$ cat config.mk
export PLATFORM = sky130hd
export DESIGN_NAME = param_sync_fifo_flat
export DESIGN_NICKNAME = d
export VERILOG_FILES = /design/src/rtl/fifo_pkg.sv /design/src/rtl/param_sync_fifo_if.sv /design/src/rtl/fifo_mem.sv /design/src/rtl/param_sync_fifo.sv /design/src/flat_wrapper.sv
export SDC_FILE = /design/constraint.sdc
export NUM_CORES = 1
export LEC_CHECK = 0
export ABC_CLOCK_PERIOD_IN_PS = 7200
export CORE_UTILIZATION = 61
export DETAILED_ROUTE_END_ITERATION = 7
export PLACE_DENSITY_LB_ADDON = 0.25
export SLEW_MARGIN = 20
export SYNTH_ARGS = -nofsm -noshare
export SYNTH_HDL_FRONTEND = slang
export SYNTH_SLANG_ARGS = --single-unit
$ cat constraint.sdc
create_clock -name clk -period 7.2 [get_ports clk]
set_input_delay 2.16 -clock clk [delete_from_list [all_inputs] [get_ports clk]]
set_output_delay 2.16 -clock clk [all_outputs]
set_load 0.01 [all_outputs]
$ cat src/rtl/fifo_pkg.sv
// Shared constants and sizing helper for the synchronous FIFO.
package fifo_pkg;

  localparam int unsigned DefWidth = 8;
  localparam int unsigned DefDepth = 8;

  // Smallest n with 2**n >= value; used to size pointers and the occupancy count.
  function automatic int unsigned clog2(input int unsigned value);
    int unsigned result;
    result = 0;
    while ((64'd1 << result) < 64'(value)) begin
      result++;
    end
    return result;
  endfunction

endpackage

$ cat src/rtl/param_sync_fifo_if.sv
// Handshake, data and status bundle between a FIFO user (master) and the FIFO (slave).
interface param_sync_fifo_if
  import fifo_pkg::*;
#(
  parameter int unsigned WIDTH = DefWidth,
  parameter int unsigned DEPTH = DefDepth
);

  localparam int unsigned CntW = clog2(DEPTH) + 1;

  logic             write_en;
  logic [WIDTH-1:0] data_in;
  logic             read_en;
  logic             flush;
  logic             clear_err;
  logic [WIDTH-1:0] out;
  logic             out_valid;
  logic             full;
  logic             empty;
  logic             almost_full;
  logic             almost_empty;
  logic [CntW-1:0]  count;
  logic             overflow;
  logic             underflow;

  modport master (
    output write_en, data_in, read_en, flush, clear_err,
    input  out, out_valid, full, empty, almost_full, almost_empty, count, overflow, underflow
  );

  modport slave (
    input  write_en, data_in, read_en, flush, clear_err,
    output out, out_valid, full, empty, almost_full, almost_empty, count, overflow, underflow
  );

endinterface

$ cat src/rtl/fifo_mem.sv
// Simple dual-port storage: one synchronous write port, one registered read port.
module fifo_mem
  import fifo_pkg::*;
#(
  parameter int unsigned WIDTH = DefWidth,
  parameter int unsigned DEPTH = DefDepth,
  parameter int unsigned AW    = clog2(DEPTH)
) (
  input  logic             clk,
  input  logic             reset,
  input  logic             i_wr_en,
  input  logic [AW-1:0]    i_wr_addr,
  input  logic [WIDTH-1:0] i_wr_data,
  input  logic             i_rd_en,
  input  logic [AW-1:0]    i_rd_addr,
  output logic [WIDTH-1:0] o_rd_data
);

  logic [WIDTH-1:0] r_mem [DEPTH];
  logic [WIDTH-1:0] r_rd_data;

  // Array is deliberately not reset.
  always_ff @(posedge clk) begin
    if (i_wr_en) begin
      r_mem[i_wr_addr] <= i_wr_data;
    end
  end

  // Read-before-write on the same address, so a full-FIFO read+write returns the old word.
  always_ff @(posedge clk) begin
    if (!reset) begin
      r_rd_data <= '0;
    end else if (i_rd_en) begin
      r_rd_data <= r_mem[i_rd_addr];
    end
  end

  assign o_rd_data = r_rd_data;

endmodule

$ cat src/rtl/param_sync_fifo.sv
// Parameterised single-clock FIFO with wrap-bit pointers, status flags and sticky error flags.
module param_sync_fifo
  import fifo_pkg::*;
#(
  parameter int unsigned WIDTH    = DefWidth,
  parameter int unsigned DEPTH    = DefDepth,
  parameter int unsigned AF_LEVEL = DEPTH - 2,
  parameter int unsigned AE_LEVEL = 2
) (
  input logic              clk,
  input logic              reset,
  param_sync_fifo_if.slave bus
);

  localparam int unsigned AW = clog2(DEPTH);
  localparam int unsigned PW = AW + 1;
  localparam logic [PW-1:0] AfLevel = PW'(AF_LEVEL);
  localparam logic [PW-1:0] AeLevel = PW'(AE_LEVEL);

  logic [PW-1:0]    r_wr_ptr;
  logic [PW-1:0]    r_rd_ptr;
  logic [PW-1:0]    r_count;
  logic [PW-1:0]    w_count_d;
  logic             r_almost_full;
  logic             r_almost_empty;
  logic             r_out_valid;
  logic             r_overflow;
  logic             r_underflow;
  logic             w_empty;
  logic             w_full;
  logic             w_rd_acc;
  logic             w_wr_acc;
  logic             w_ovf_set;
  logic             w_unf_set;
  logic [WIDTH-1:0] w_rd_data;

  assign w_empty = (r_wr_ptr == r_rd_ptr);
  assign w_full  = (r_wr_ptr[AW] != r_rd_ptr[AW]) && (r_wr_ptr[AW-1:0] == r_rd_ptr[AW-1:0]);

  always_comb begin
    w_rd_acc  = bus.read_en && !w_empty && !bus.flush;
    w_wr_acc  = bus.write_en && !bus.flush && (!w_full || w_rd_acc);
    w_ovf_set = bus.write_en && !w_wr_acc && !bus.flush;
    w_unf_set = bus.read_en && w_empty && !bus.flush;
    w_count_d = r_count;
    if (bus.flush) begin
      w_count_d = '0;
    end else if (w_wr_acc && !w_rd_acc) begin
      w_count_d = r_count + PW'(1);
    end else if (w_rd_acc && !w_wr_acc) begin
      w_count_d = r_count - PW'(1);
    end
  end

  always_ff @(posedge clk) begin
    if (!reset) begin
      r_wr_ptr       <= '0;
      r_rd_ptr       <= '0;
      r_count        <= '0;
      r_almost_full  <= 1'b0;
      r_almost_empty <= 1'b1;
      r_out_valid    <= 1'b0;
      r_overflow     <= 1'b0;
      r_underflow    <= 1'b0;
    end else begin
      if (bus.flush) begin
        r_wr_ptr <= '0;
        r_rd_ptr <= '0;
      end else begin
        if (w_wr_acc) r_wr_ptr <= r_wr_ptr + PW'(1);
        if (w_rd_acc) r_rd_ptr <= r_rd_ptr + PW'(1);
      end
      r_count        <= w_count_d;
      r_almost_full  <= (w_count_d >= AfLevel);
      r_almost_empty <= (w_count_d <= AeLevel);
      r_out_valid    <= w_rd_acc;
      // A same-cycle set wins over clear_err.
      if (w_ovf_set) begin
        r_overflow <= 1'b1;
      end else if (bus.clear_err) begin
        r_overflow <= 1'b0;
      end
      if (w_unf_set) begin
        r_underflow <= 1'b1;
      end else if (bus.clear_err) begin
        r_underflow <= 1'b0;
      end
    end
  end

  fifo_mem #(
    .WIDTH (WIDTH),
    .DEPTH (DEPTH),
    .AW    (AW)
  ) u_mem (
    .clk       (clk),
    .reset     (reset),
    .i_wr_en   (w_wr_acc && reset),
    .i_wr_addr (r_wr_ptr[AW-1:0]),
    .i_wr_data (bus.data_in),
    .i_rd_en   (w_rd_acc && reset),
    .i_rd_addr (r_rd_ptr[AW-1:0]),
    .o_rd_data (w_rd_data)
  );

  assign bus.out          = w_rd_data;
  assign bus.out_valid    = r_out_valid;
  assign bus.full         = w_full;
  assign bus.empty        = w_empty;
  assign bus.almost_full  = r_almost_full;
  assign bus.almost_empty = r_almost_empty;
  assign bus.count        = r_count;
  assign bus.overflow     = r_overflow;
  assign bus.underflow    = r_underflow;

endmodule

$ cat src/flat_wrapper.sv
// flat-port wrapper written by rule: the top's interface ports become plain ports
module param_sync_fifo_flat import fifo_pkg::*;
#(
  parameter int unsigned WIDTH    = DefWidth,
  parameter int unsigned DEPTH    = DefDepth,
  parameter int unsigned AF_LEVEL = DEPTH - 2,
  parameter int unsigned AE_LEVEL = 2
)
  (clk, reset, bus_write_en, bus_data_in, bus_read_en, bus_flush, bus_clear_err, bus_out, bus_out_valid, bus_full, bus_empty, bus_almost_full, bus_almost_empty, bus_count, bus_overflow, bus_underflow);
  param_sync_fifo_if #(.WIDTH(WIDTH), .DEPTH(DEPTH)) bus_i ();
  input logic clk;
  input logic reset;
  input wire logic [$bits(bus_i.write_en)-1:0] bus_write_en;
  input wire logic [$bits(bus_i.data_in)-1:0] bus_data_in;
  input wire logic [$bits(bus_i.read_en)-1:0] bus_read_en;
  input wire logic [$bits(bus_i.flush)-1:0] bus_flush;
  input wire logic [$bits(bus_i.clear_err)-1:0] bus_clear_err;
  output wire logic [$bits(bus_i.out)-1:0] bus_out;
  output wire logic [$bits(bus_i.out_valid)-1:0] bus_out_valid;
  output wire logic [$bits(bus_i.full)-1:0] bus_full;
  output wire logic [$bits(bus_i.empty)-1:0] bus_empty;
  output wire logic [$bits(bus_i.almost_full)-1:0] bus_almost_full;
  output wire logic [$bits(bus_i.almost_empty)-1:0] bus_almost_empty;
  output wire logic [$bits(bus_i.count)-1:0] bus_count;
  output wire logic [$bits(bus_i.overflow)-1:0] bus_overflow;
  output wire logic [$bits(bus_i.underflow)-1:0] bus_underflow;
  assign bus_i.write_en = bus_write_en;
  assign bus_i.data_in = bus_data_in;
  assign bus_i.read_en = bus_read_en;
  assign bus_i.flush = bus_flush;
  assign bus_i.clear_err = bus_clear_err;
  assign bus_out = bus_i.out;
  assign bus_out_valid = bus_i.out_valid;
  assign bus_full = bus_i.full;
  assign bus_empty = bus_i.empty;
  assign bus_almost_full = bus_i.almost_full;
  assign bus_almost_empty = bus_i.almost_empty;
  assign bus_count = bus_i.count;
  assign bus_overflow = bus_i.overflow;
  assign bus_underflow = bus_i.underflow;
  param_sync_fifo #(.WIDTH(WIDTH), .DEPTH(DEPTH), .AF_LEVEL(AF_LEVEL), .AE_LEVEL(AE_LEVEL)) u_core (.clk(clk), .reset(reset), .bus(bus_i));
endmodule
==> flow_metrics.env <==
export IMPL_area_growth_pct=16.6
export IMPL_path_cells="xor2_2, nor4_2, clkdlybuf4s50_1"
export IMPL_required_ns=5.04
export IMPL_max_stage_delay_ns=0.79
export IMPL_fin_crit_sh_pct=63.7
export IMPL_floorplan_initialDensity_pct=62.9
export IMPL_tightest_slew_ns=1.01
export IMPL_htreeDepth=3
export IMPL_cts_setup_buffers=0
export IMPL_cap_violations=0
export IMPL_skew_ns=0.0113
export IMPL_hold_ws_ns=0.504
export IMPL_placed_area_um2=4100
export IMPL_layout_common_cells="64 x edfxtp_1, 32 x clkdlybuf4s50_1, 25 x dfxtp_1"
export IMPL_rsz0062_at_grt="no"
export IMPL_synth_warnings=0
export IMPL_num_rows=28
export IMPL_maxSlewHeadroom_pct=31.9
export IMPL_timing_reg2reg_worst_path_depth=5
export IMPL_fin_area_um2=4340
export IMPL_reg2reg_from="u_core.r_rd_ptr[2]$_SDFFE_PP0N_"
export IMPL_max_freq_mhz=218
export IMPL_clockBufferDepth=2
export IMPL_critPathSlowestCell="dfxtp_1"
export IMPL_cp_arrival_ns=2.43
export IMPL_outcome="finished clean"
export IMPL_crit_path_end_kind="primary output"
export IMPL_cts_resized=0
export IMPL_layout_commonest_cell="edfxtp_1"
export IMPL_setup_viol=0
export IMPL_vias_per_cell=5.92
export IMPL_startpoint="u_core.r_rd_ptr[2]$_SDFFE_PP0N_"
export IMPL_synth_seq_area_share_pct=65.0
export IMPL_n_antenna_cell=0
export IMPL_vdd_ir_drop_worst_mv=0.172
export IMPL_grt_pass1_wl_mm=10.5
export IMPL_place_gp_congestion=0.871
export IMPL_async_flop_share_pct=0
export IMPL_dieHeight_um=80.2
export IMPL_die_w_um=80.2
export IMPL_hp_class="flip-flop to flip-flop"
export IMPL_timing_critical_path_from_type="flip-flop"
export IMPL_worstSetupPathType="flip-flop to primary output"
export IMPL_first_pass_iters=4
export IMPL_route_detailed_drc=0
export IMPL_syn_area_um2=3730
export IMPL_wl_mm=6.83
export IMPL_path_delay_family="flip-flops"
export IMPL_power_per_cell_area_nw_per_um2=233
export IMPL_dp_slack_ns=2.21
export IMPL_p_leak_nw=1.52
export IMPL_fin_ws_ns=2.61
export IMPL_grt_pass1_vias=1926
export IMPL_globalRouteTotalUtil_pct=24.2
export IMPL_hpwl_mm=4.49
export IMPL_clk_pin_slew_worst_paths_ns=0.09
export IMPL_vias=2114
export IMPL_hold_viol=0
export IMPL_postSynthCellCount=244
export IMPL_coreArea_um2=5920
export IMPL_antenna_found_initial=0
export IMPL_cp_num_cells=3
export IMPL_pin_count=33
export IMPL_drtIter0Drc=108
export IMPL_port_buffer_count=32
export IMPL_clock_sinks=89
export IMPL_slew_violations=0
export IMPL_cp_num_buf_inv=1
export IMPL_synth_seq_cells=89
export IMPL_die_area_um2=6420
export IMPL_timing_rr_end="u_core.u_mem.r_mem[0][2]$_DFFE_PP_"
export IMPL_reg2reg_slack_ns=4.22
export IMPL_crit_fanout=12
export IMPL_synth_edf_count=64
export IMPL_crit_end="bus_full"
export IMPL_synth_distinct_cells=42
export IMPL_syn_nets=262
export IMPL_fin_nets=295
export IMPL_final_setup_tns_ns=0
export IMPL_post_route_util_pct=73.4
export IMPL_cts_hold_buf=0
export IMPL_ys_flop_type="edfxtp_1"
export IMPL_clk_latency_ns=0.37
export IMPL_cts_root_buf="clkbuf_8"
export IMPL_grt_start_max_net_pins=25
export IMPL_wire_per_inst_um=19.1
export IMPL_drive_above_1_share_pct=14.5
export IMPL_avgSynthCellArea_um2=15.3
export IMPL_antenna_left=0
export IMPL_numCtsBuffers=9
export IMPL_cts_tree="built"
export IMPL_period_minus_slack_ns=4.59
export IMPL_overflow=0
-- registers in the layout (all words and copies together), names as in the netlist --
register                 count
u_core.bus.overflow          1
u_core.bus.almost_empty      1
u_core.bus.count             4
u_core.r_rd_ptr              4
u_core.u_mem.o_rd_data       8
u_core.u_mem.r_mem          64
u_core.bus.underflow         1
u_core.bus.almost_full       1
u_core.r_wr_ptr              4
u_core.bus.out_valid         1
-- where the power goes --
| part | internal [mW] | leakage [nW] | total, mW | switching [mW] |
|---|---|---|---|---|
| combinational | 0.0195 | 0.621 | 0.0424 | 0.0229 |
| sequential | 0.551 | 0.779 | 0.554 | 0.00280 |
| clock | 0.232 | 0.117 | 0.413 | 0.181 |
-- stage by stage --
| step | total power, mW | cells |
|---|---|---|
| 2_1_floorplan | 0.586 | 244 |
| 3_3_place_gp | 0.607 | 341 |
| 3_5_place_dp | 0.608 | 341 |
| 4_1_cts | 1.01 | 357 |
| 5_1_grt | 1.04 | 357 |
| 6_report | 1.01 | 357 |
-- area by class of cell --
class                      instances  area (um^2)
clock buffer                      10          128
clock inverter                     6          115
fill                             400         1580
inverter                           7         26.3
multi-input combinational        136         1220
sequential                        89         2420
tap                               75         93.8
timing repair buffer              34          335
-- cells in the mapped netlist (all sizes together) (2+ instances only) --
| master | count | area (um^2) |
|---|---|---|
| ha | 4 | 50.1 |
| xor2 | 7 | 83.8 |
| dfxtp | 25 | 500 |
| o21ai | 2 | 10.0 |
| o311a | 2 | 20.0 |
| o211a | 8 | 80.1 |
| nand2b | 5 | 31.3 |
| clkbuf | 5 | 18.8 |
| nor2 | 23 | 88.8 |
| and3 | 2 | 12.5 |
| edfxtp | 64 | 1920 |
| xnor2 | 8 | 70.1 |
| nand3 | 4 | 20.0 |
| mux2i | 11 | 110 |
| a22oi | 2 | 15.0 |
| nor3 | 4 | 20.0 |
| inv | 7 | 26.3 |
| nand2 | 13 | 48.8 |
| nor2b | 6 | 37.5 |
| nor4 | 3 | 40.0 |
| mux4 | 16 | 360 |
| buf | 7 | 41.3 |
| a21oi | 2 | 10.0 |
| and2 | 2 | 12.5 |
| nand3b | 2 | 15.0 |
-- worst min path at each step --
stage                                           startpoint                                      to  slack (ns)  cells past startpoint
detailed placement  u_core.u_mem.o_rd_data[6]$_SDFFE_PN0P_  u_core.u_mem.o_rd_data[6]$_SDFFE_PN0P_        0.49                      1
CTS                 u_core.u_mem.o_rd_data[4]$_SDFFE_PN0P_  u_core.u_mem.o_rd_data[4]$_SDFFE_PN0P_        0.51                      1
finish              u_core.u_mem.o_rd_data[4]$_SDFFE_PN0P_  u_core.u_mem.o_rd_data[4]$_SDFFE_PN0P_        0.50                      1
global placement    u_core.u_mem.o_rd_data[6]$_SDFFE_PN0P_  u_core.u_mem.o_rd_data[6]$_SDFFE_PN0P_        0.48                      1
global route        u_core.u_mem.o_rd_data[4]$_SDFFE_PN0P_  u_core.u_mem.o_rd_data[4]$_SDFFE_PN0P_        0.53                      1
floorplan                  u_core.r_rd_ptr[3]$_SDFFE_PP0N_         u_core.r_rd_ptr[3]$_SDFFE_PP0N_        0.54                      2
-- kinds of logic (layout without fill, tap and decap cells) --
group | count (synthesis) | after routing | share of synthesized area, %
xor+xnor | 15 | 15 | 4.13
mux | 27 | 27 | 12.6
flops | 89 | 89 | 65.0
fa+ha+maj | 4 | 4 | 1.34
simple gates | 67 | 67 | 9.37
compound gates | 23 | 23 | 5.21
buf+inv | 19 | 57 | 2.32
-- worst register-to-register path: cells and delay by family, from the launching register on --
family	cells	cell delay (ns)
compound gates	1	0.38
xor+xnor	1	0.29
flops	1	0.79
simple gates	3	1.13
-- per-layer routing --
layer	vias up	GRT usage (%)	part of all wire, %	routed length [um]
li1	979	-	-	-
met1	1052	31.4	42	2890
met2	69	37.7	50	3410
met3	14	8.07	5.5	378
met4	0	9.64	2.3	155
met5	-	0	0	0
Power figures use the tool's default switching activity.
